## config.mk

```make
export PLATFORM = sky130hd
export DESIGN_NAME = vscale_imm_gen_buf
export DESIGN_NICKNAME = d
export VERILOG_FILES = /design/src/rtl/vscale_imm_gen_buf_pkg.sv /design/src/rtl/vscale_imm_decode.sv /design/src/rtl/vscale_imm_gen_buf.sv
export VERILOG_INCLUDE_DIRS = /design/src /design/src/rtl
export SDC_FILE = /design/constraint.sdc
export NUM_CORES = 1
export LEC_CHECK = 0
export CAP_MARGIN = 20
export CORE_MARGIN = 2
export CORE_UTILIZATION = 45
export CTS_CLUSTER_DIAMETER = 50
export DETAILED_ROUTE_END_ITERATION = 8
export GPL_TIMING_DRIVEN = 0
export PLACE_DENSITY_LB_ADDON = 0.2
export REMOVE_ABC_BUFFERS = 1
export SETUP_SLACK_MARGIN = 0.5
export SLEW_MARGIN = 10
export SYNTH_ARGS = -nofsm -noshare
export SYNTH_HDL_FRONTEND = slang
export SYNTH_SLANG_ARGS = --single-unit
```

## constraint.sdc

```tcl
create_clock -name clk -period 2.05 [get_ports clk]
set_clock_uncertainty 0.15 [all_clocks]
set_input_delay 0.41 -clock clk [delete_from_list [all_inputs] [get_ports clk]]
set_output_delay 0.41 -clock clk [all_outputs]
set_load 0.01 [all_outputs]
```

## src/rtl/vscale_ctrl_constants.vh

```
// rtl/vscale_ctrl_constants.vh - immediate format select codes shared by the decode path
`ifndef VSCALE_CTRL_CONSTANTS_VH
`define VSCALE_CTRL_CONSTANTS_VH

`define IMM_TYPE_WIDTH 3
`define IMM_I 3'd0
`define IMM_S 3'd1
`define IMM_U 3'd2
`define IMM_J 3'd3
`define IMM_B 3'd4
`define IMM_Z 3'd5

`endif

```

## src/rtl/vscale_imm_gen_buf_pkg.sv

```systemverilog
// rtl/vscale_imm_gen_buf_pkg.sv - shared types and helpers for the immediate decode buffer
//
// Purpose: occupancy encoding for the two-entry skid buffer and a helper that
// classifies immediate format codes as supported or not.
`include "vscale_ctrl_constants.vh"

package vscale_imm_gen_buf_pkg;

    localparam int IMM_TYPE_W = `IMM_TYPE_WIDTH;

    // Occupancy of the two-entry buffer; only three of four codes are legal.
    typedef enum logic [1:0] {
        CNT_0 = 2'd0,
        CNT_1 = 2'd1,
        CNT_2 = 2'd2
    } fifo_cnt_e;

    // Codes above IMM_Z have no defined format.
    function automatic logic imm_type_supported(input logic [IMM_TYPE_W-1:0] imm_type);
        return (imm_type <= `IMM_Z);
    endfunction

endpackage

```

## src/rtl/vscale_imm_decode.sv

```systemverilog
// rtl/vscale_imm_decode.sv - combinational RISC-V immediate decoder
//
// Purpose: extracts the I/S/B/U/J/Z immediate from a raw instruction word.
// Ports:
//   inst      - 32-bit instruction word
//   imm_type  - format select
//   imm       - decoded immediate, XPR_LEN bits
//   bad_type  - format code was unsupported (decoded as I)
`include "vscale_ctrl_constants.vh"

module vscale_imm_decode
    import vscale_imm_gen_buf_pkg::*;
#(
    parameter int XPR_LEN = 32
) (
    input  logic [31:0]               inst,
    input  logic [`IMM_TYPE_WIDTH-1:0] imm_type,
    output logic [XPR_LEN-1:0]        imm,
    output logic                      bad_type
);

    logic sign;
    logic unused_opcode;

    assign sign          = inst[31];
    // Opcode bits carry no immediate payload in any format.
    assign unused_opcode = ^inst[6:0];

    always_comb begin
        imm      = '0;
        bad_type = 1'b0;
        case (imm_type)
            `IMM_S: imm = {{(XPR_LEN-11){sign}}, inst[30:25], inst[11:7]};
            `IMM_B: imm = {{(XPR_LEN-12){sign}}, inst[7], inst[30:25], inst[11:8], 1'b0};
            `IMM_U: imm = {{(XPR_LEN-31){sign}}, inst[30:12], 12'b0};
            `IMM_J: imm = {{(XPR_LEN-20){sign}}, inst[19:12], inst[20], inst[30:21], 1'b0};
            `IMM_Z: imm = {{(XPR_LEN-5){1'b0}}, inst[19:15]};
            default: begin
                // I format, also the fallback for unsupported codes.
                imm      = {{(XPR_LEN-11){sign}}, inst[30:20]};
                bad_type = ~imm_type_supported(imm_type);
            end
        endcase
    end

endmodule

```

## src/rtl/vscale_imm_gen_buf.sv

```systemverilog
// rtl/vscale_imm_gen_buf.sv - immediate decoder feeding a two-entry skid buffer
//
// Purpose: decodes the immediate at the input and queues imm/tag/bad_type in a
// two-entry FIFO with valid/ready handshakes on both sides.
// Ports:
//   clk, reset                       - clock, synchronous active-high reset
//   flush                            - drop every buffered entry
//   in_valid/in_ready/in_inst/in_imm_type/in_tag - upstream entry
//   out_valid/out_ready/out_imm/out_tag/out_bad_type - head entry
`include "vscale_ctrl_constants.vh"

module vscale_imm_gen_buf
    import vscale_imm_gen_buf_pkg::*;
#(
    parameter int XPR_LEN = 32,
    parameter int TAG_W   = 5
) (
    input  logic                       clk,
    input  logic                       reset,
    input  logic                       flush,
    input  logic                       in_valid,
    output logic                       in_ready,
    input  logic [31:0]                in_inst,
    input  logic [`IMM_TYPE_WIDTH-1:0] in_imm_type,
    input  logic [TAG_W-1:0]           in_tag,
    output logic                       out_valid,
    input  logic                       out_ready,
    output logic [XPR_LEN-1:0]         out_imm,
    output logic [TAG_W-1:0]           out_tag,
    output logic                       out_bad_type
);

    logic [XPR_LEN-1:0] dec_imm;
    logic               dec_bad;

    fifo_cnt_e          count_q, count_d;
    logic [XPR_LEN-1:0] head_imm_q, head_imm_d;
    logic [TAG_W-1:0]   head_tag_q, head_tag_d;
    logic               head_bad_q, head_bad_d;
    logic [XPR_LEN-1:0] tail_imm_q, tail_imm_d;
    logic [TAG_W-1:0]   tail_tag_q, tail_tag_d;
    logic               tail_bad_q, tail_bad_d;

    logic push;
    logic pop;

    vscale_imm_decode #(
        .XPR_LEN (XPR_LEN)
    ) u_decode (
        .inst     (in_inst),
        .imm_type (in_imm_type),
        .imm      (dec_imm),
        .bad_type (dec_bad)
    );

    // A full buffer can still accept when the head leaves this same cycle.
    assign in_ready     = (count_q != CNT_2) | out_ready;
    assign out_valid    = (count_q != CNT_0);
    assign push         = in_valid & in_ready;
    assign pop          = out_valid & out_ready;

    assign out_imm      = head_imm_q;
    assign out_tag      = head_tag_q;
    assign out_bad_type = head_bad_q;

    always_comb begin
        count_d    = count_q;
        head_imm_d = head_imm_q;
        head_tag_d = head_tag_q;
        head_bad_d = head_bad_q;
        tail_imm_d = tail_imm_q;
        tail_tag_d = tail_tag_q;
        tail_bad_d = tail_bad_q;

        if (flush) begin
            count_d = CNT_0;
        end else begin
            case (count_q)
                CNT_0: begin
                    if (push) begin
                        head_imm_d = dec_imm;
                        head_tag_d = in_tag;
                        head_bad_d = dec_bad;
                        count_d    = CNT_1;
                    end
                end
                CNT_1: begin
                    if (push && !pop) begin
                        tail_imm_d = dec_imm;
                        tail_tag_d = in_tag;
                        tail_bad_d = dec_bad;
                        count_d    = CNT_2;
                    end else if (push && pop) begin
                        head_imm_d = dec_imm;
                        head_tag_d = in_tag;
                        head_bad_d = dec_bad;
                    end else if (pop) begin
                        count_d = CNT_0;
                    end
                end
                CNT_2: begin
                    if (pop) begin
                        head_imm_d = tail_imm_q;
                        head_tag_d = tail_tag_q;
                        head_bad_d = tail_bad_q;
                        if (push) begin
                            tail_imm_d = dec_imm;
                            tail_tag_d = in_tag;
                            tail_bad_d = dec_bad;
                        end else begin
                            count_d = CNT_1;
                        end
                    end
                end
                default: count_d = CNT_0;
            endcase
        end
    end

    always_ff @(posedge clk) begin
        if (reset) begin
            count_q    <= CNT_0;
            head_imm_q <= '0;
            head_tag_q <= '0;
            head_bad_q <= 1'b0;
            tail_imm_q <= '0;
            tail_tag_q <= '0;
            tail_bad_q <= 1'b0;
        end else begin
            count_q    <= count_d;
            head_imm_q <= head_imm_d;
            head_tag_q <= head_tag_d;
            head_bad_q <= head_bad_d;
            tail_imm_q <= tail_imm_d;
            tail_tag_q <= tail_tag_d;
            tail_bad_q <= tail_bad_d;
        end
    end

endmodule

```

==> results of run 1 <==
==> critical path, delay by kind of cell, from the launching register on <==
| kind | cells | cell delay [ns] |
|---|---|---|
| DFF | 1 | 0.37 |
| and+or+nand+nor | 2 | 0.50 |
| buffers and inverters | 1 | 0.20 |
| AOI/OAI and AO/OA | 2 | 0.49 |
==> path summary, 6_finish.rpt <==
path / cells after the start / startpoint / endpoint
setup / recovery: 5 / count_q[1] / tail_imm_q[29]
hold / removal: 2 / tail_imm_q[3] / tail_imm_q[3]
setup reg to reg: 5 / count_q[1] / tail_imm_q[29]
hold reg to reg: 2 / tail_imm_q[3] / tail_imm_q[3]
==> kinds of logic after synthesis <==
family / count (synthesis)
AOI/OAI and AO/OA: 161
and+or+nand+nor: 156
DFF: 78
buffers and inverters: 64
muxes: 6
==> flip-flops by register name, indices dropped and copies added (netlist names) <==
signal	flops
out_tag	5
tail_bad_q	1
out_bad_type	1
count_q	2
out_imm	32
tail_imm_q	32
tail_tag_q	5
==> area by class of cell <==
cell class	instances	area [um2]	area share [%]
repair buffers	126	1320	23.9
multi-input cells	325	2210	40.2
well taps	105	131	2.39
flip-flops and latches	78	1570	28.5
inverters	15	63.8	1.16
clock inverters	5	58.8	1.07
repair inverters	1	7.51	0.137
clock buffers	11	141	2.57
==> routing by layer <==
layer  wire, um  up-vias  global-route usage (%)
met1       5480     1947                    36.0
met2       5980      177                    43.1
met4        247        0                    12.1
li1           -     1895                       -
met3        835       26                    4.54
met5          0        -                       0
==> power by group <==
group          switching (mW)  total [mW]  internal [mW]  leakage, nW
combinational           0.362       0.690          0.328         1.29
sequential             0.0356        1.61           1.58        0.637
clock                   0.602        1.20          0.597       0.0955
==> metrics by stage <==
step / worst slack (ns) / util [%] / total power [mW]
after floorplan: -0.419 / - / 1.90
after global placement: -2.28 / 54.5 / 2.20
after detailed placement: -1.32 / 55.8 / 2.22
after CTS: 0.272 / 65.1 / 3.46
after global routing: 0.154 / 66.9 / 3.63
final: 0.200 / 66.9 / 3.50
==> timing repair <==
action                     in CTS  in global routing
gates cloned                    5                  2
pin swaps                      15                 16
buffers inserted               35                  4
setup endpoints to repair     118                106
resized for setup             137                 49
==> Yosys cell counts (all sizes together) (5+ instances only) <==
master    n
a311oi   28
nor2     19
a21oi    59
mux2i     5
o31ai     9
a221oi   10
nand3    23
inv      15
o211ai   22
nand3b   11
nand2    76
buf      24
nand2b    6
nand4     8
clkbuf   25
a2bb2oi  10
dfxtp    78
==> impl_results.md, run 1 <==
* Status: finished, final reports clean
* CTS tree: yes
* Ys flop type: dfxtp_1
* Clock sink count at 78
* Synth area leader: dfxtp_1
* Final worst path period need at 1.85 ns
* Flop-to-flop setup slack at 0.20 ns
* Seq/Total Area, Yosys at 40.9%
* I/O pin count at 85
* VDD IR max at 417 uV
* WL/cell at 18.8 um
* Setup TNS at 0 ns
* CTS Buf Count at 9
* Synth Warn # at 0
* HPWL after DPL at 6.67 mm
* Crit-path cells: or3b_4 -> a211o_4 -> clkbuf_16 -> nand2_1 -> a21oi_1
* Area growth syn-to-layout at 44.0%
* Required @ worst endpoint at 2.11 ns
* Number of global-route vias before repair at 3809
* Distinct cells, synth at 47
* RSZ-0062 raised after global routing: true
* Die height at 96.1 um
* Final worst-path cycle share at 90.3%
* Nets@finish at 601
* Hold Crit Class: reg -> reg
* Worst-Skew Late Latency at 0.35 ns
* Post-synthesis compound-gate area fraction at 30.5%
* Routability cong. at 0.766
* Die area at 9240 um2
* Root Driver: clkbuf_8
* FFs w/ async S/R, synth at 0%
* Final WL at 12.5 mm
* Starting density of the core at 46.5%
* Post-Synth Simple-Gate Area at 19.2%
* Number of max-cap violations at 0
* Avg Inst Size Synth at 8.21 um2
* Drt pass-1 iters at 4
* Relative slew slack at 58.7%
* Worst Max-Slew Pin Slew at 0.619 ns
* Placed cells at 604
* Leakage at 2.02 nW
* Max incr delay on CP at 0.43 ns
* Cells after synthesis at 465
* Critical path endpoint category: register
* Top cells by area, synth: dfxtp_1, a21oi_1, nand2_1, a311oi_1, o211ai_1
* Layout cells sized above 1 at 22.6%
* Post-synth EDFFs at 0
* Post-Synth XOR/XNOR Area at 0%
* CTS Hold Bufs at 0
* Multiplexer share of the synthesized area at 1.60%
* Port Buffers at 77
* Grt ovf at 0
* Initial antenna violation count at 0
* Residual DRC at 0
* Worst Path Arrival at 1.92 ns
* Crit Path Category: reg -> reg
* Largest net degree at the start of global routing at 78
* Row count at 33
* Mapped cell area at 3820 um2
* Commonest non-fill, non-tap cell in the layout: dfxtp_1
* Worst-path cell with the longest stage delay: or3b_4
* DR vias at 4045
* Post-route cell area at 5500 um2
* Max Fclk at 540 MHz
* Main combinational cell family by area after synthesis: compound AO/OA/AOI/OAI gates
* Antenna Cells at 0
* Most frequent cells in the layout: dfxtp_1, nand2_1, a21oi_1
* Pwr Density at 636 nW/um2
* Synthesized flop and latch total at 78
* Total global-route track usage at 27.1%
* Area share of the largest cell type after synthesis at 40.9%
* First-pass GRT wire length at 19.3 mm
* # setup viols final at 0
* Final Hold Viols at 0
* Hold_ws at 0.309 ns
* 1st-iter DRT viols at 376
* Slew Viols, Final at 0
* Core area at 8220 um2
* CP Launch Type: register
* Cell Count, Final, Fillers Out at 666
* Synth Area in Adders at 0%
* CP max FO at 12
* Remaining antenna violation count at 0
* Filler instances at 655
* Vias per inst at 6.07
* Die X at 96.1 um
* Max clock buf depth at 2
* Placed Area at 4580 um2
* Worst-path clk slew at 0.09 ns
* H-tree depth at 3
Note: power is estimated with default switching activity, not from simulation.
==> run 2, diff against run 1 <==
Settings changed: SKIP_LAST_GASP set to 1, TNS_END_PERCENT set to 100.
==> results of run 2 <==
The final DEF is identical to that of run 1; final timing and power are the same.
==> run 3, diff against run 2 <==
Settings changed: CAP_MARGIN 20 to 10.
==> run 3 against run 2 <==
Compared with the run above:
- final cell count up 1.8%
- clock power grew 9%
- highest routed layer unchanged
- sequential power hardly changed
- via count rose by 6.2%
- clock-buffer cell count down 1
- setup slack lost 0.14 ns
- fmax fell by 7.1%
- flip-flop and latch count unchanged
- sequential share of layout area is 0.66 points lower
- non-clock buffer count rose by 4
- register-to-register slack worse by 0.14 ns
==> impl_results.md, run 3 (synthesis gave the netlist of run 1 again) <==
* Port Buffers at 77 (unchanged)
* Vias per inst at 6.33 (+4.3%)
* Status: finished, final reports clean
* Remaining antenna violation count at 0 (unchanged)
* Leakage at 2.04 nW (+0.88%)
* Post-route cell area at 5630 um2 (+2.5%)
* Drt pass-1 iters at 5 (+1)
* Max clock buf depth at 2 (unchanged)
* First-pass GRT wire length at 20.8 mm (+7.8%)
* Filler instances at 650 (-0.76%)
* Crit Path Category: reg -> reg
* Die area at 9240 um2 (unchanged)
* Final worst path period need at 1.99 ns (+0.142 ns)
* Row count at 33 (unchanged)
* CTS Hold Bufs at 0 (unchanged)
* VDD IR max at 433 uV (+3.9%)
* HPWL after DPL at 6.45 mm (-3.3%)
* Grt ovf at 0 (unchanged)
* Largest net degree at the start of global routing at 78 (unchanged)
* # setup viols final at 0 (unchanged)
* CTS Buf Count at 9 (unchanged)
* CP max FO at 9 (-3)
* Required @ worst endpoint at 2.12 ns (about the same)
* DR vias at 4295 (+6.2%)
* Clock sink count at 78 (unchanged)
* WL/cell at 20.5 um (+8.8%)
* Pre-CTS WS at -1.38 ns (-0.0586 ns)
* Commonest non-fill, non-tap cell in the layout: dfxtp_1
* Worst-path clk slew at 0.09 ns (about the same)
* Hold_ws at 0.307 ns (-0.00158 ns)
* Die height at 96.1 um (unchanged)
* Slew Viols, Final at 0 (unchanged)
* Hold Crit Class: reg -> reg
* Core area at 8220 um2 (unchanged)
* Antenna Cells at 0 (unchanged)
* Total design power at 3.64 mW (+4.0%)
* Routability cong. at 0.766 (unchanged)
* Residual DRC at 0 (unchanged)
* Number of global-route vias before repair at 3997 (+4.9%)
* Critical path endpoint category: register
* Setup TNS at 0 ns (unchanged)
* Final worst-path cycle share at 97.2% (+6.9 points)
* RSZ-0062 raised after global routing: true
* Worst Max-Slew Pin Slew at 0.803 ns (+0.184 ns)
* Initial antenna violation count at 0 (unchanged)
* Final WL at 13.9 mm (+11%)
* Relative slew slack at 46.3% (-12 points)
* Max Fclk at 502 MHz (-7.1%)
* Nets@finish at 614 (+2.2%)
* Starting density of the core at 46.5% (unchanged)
* Pwr Density at 646 nW/um2 (+1.5%)
* Area growth syn-to-layout at 47.5%
* Final Hold Viols at 0 (unchanged)
* Worst-Skew Late Latency at 0.35 ns (about the same)
* Placed Area at 4520 um2 (-1.5%)
* Root Driver: clkbuf_8
* 1st-iter DRT viols at 344 (-8.5%)
* CP Launch Type: register
* Die X at 96.1 um (unchanged)
* Number of max-cap violations at 0 (unchanged)
* Final Worst Setup Slack at 0.0578 ns (-0.142 ns)
* Total global-route track usage at 29.5% (+2.4 points)
* H-tree depth at 3 (unchanged)
* I/O pin count at 85 (unchanged)
* Most frequent cells in the layout: dfxtp_1, nand2_1, a21oi_1
* Worst Path Arrival at 2.06 ns (+0.14 ns)
* CTS tree: yes
* Layout cells sized above 1 at 25.1% (+2.5 points)
## run 3: layout make-up
class	instances	area (um2)	share of cell area, %
multi-input combinational	334	2350	41.8
sequential	78	1570	27.9
timing repair buffer	130	1280	22.8
clock buffer	10	138	2.44
tap	105	131	2.33
clock inverter	5	83.8	1.49
inverter	15	67.6	1.20
timing repair inverter	1	7.51	0.133
## run 3: routing by layer
metal	track usage (%)	up-vias	part of all wire [%]
li1	-	1954	-
met1	38.1	2052	40
met2	47.6	247	48
met3	5.64	42	9.5
met4	13.6	0	2.7
met5	0	-	0
## run 3: critical path, cell delays in order (launching register included)
cell	delay, ns
dfxtp_4	0.35
buf_6	0.12
or3b_4	0.41
buf_4	0.16
a211o_2	0.46
nand2_1	0.13
a21oi_1	0.07
## run 3: repair_timing
action,CTS,global route
gates resized for setup,149,51
pin swaps,29,10
cloned,13,2
setup endpoints to repair,118,108
setup buffers,35,13
## run 3: power by group
part	internal [mW]	switching, mW	total, mW
Clock	0.714	0.597	1.31
Combinational	0.329	0.385	0.714
Sequential	1.58	0.0389	1.61
## run 3: final timing paths
kind / end / slack (ns) / from / depth (start not counted)
max: tail_imm_q[23] / 0.06 / count_q[1] / 6
min: tail_imm_q[24] / 0.31 / tail_imm_q[24] / 2
max reg2reg: tail_imm_q[23] / 0.06 / count_q[1] / 6
min reg2reg: tail_imm_q[24] / 0.31 / tail_imm_q[24] / 2
## run 3: through the flow
step / std cells / util, %
2_1_floorplan: 416 / -
3_3_place_gp: 598 / 54.5
3_5_place_dp: 600 / 55.0
4_1_cts: 663 / 66.4
5_1_grt: 678 / 68.6
6_report: 678 / 68.6
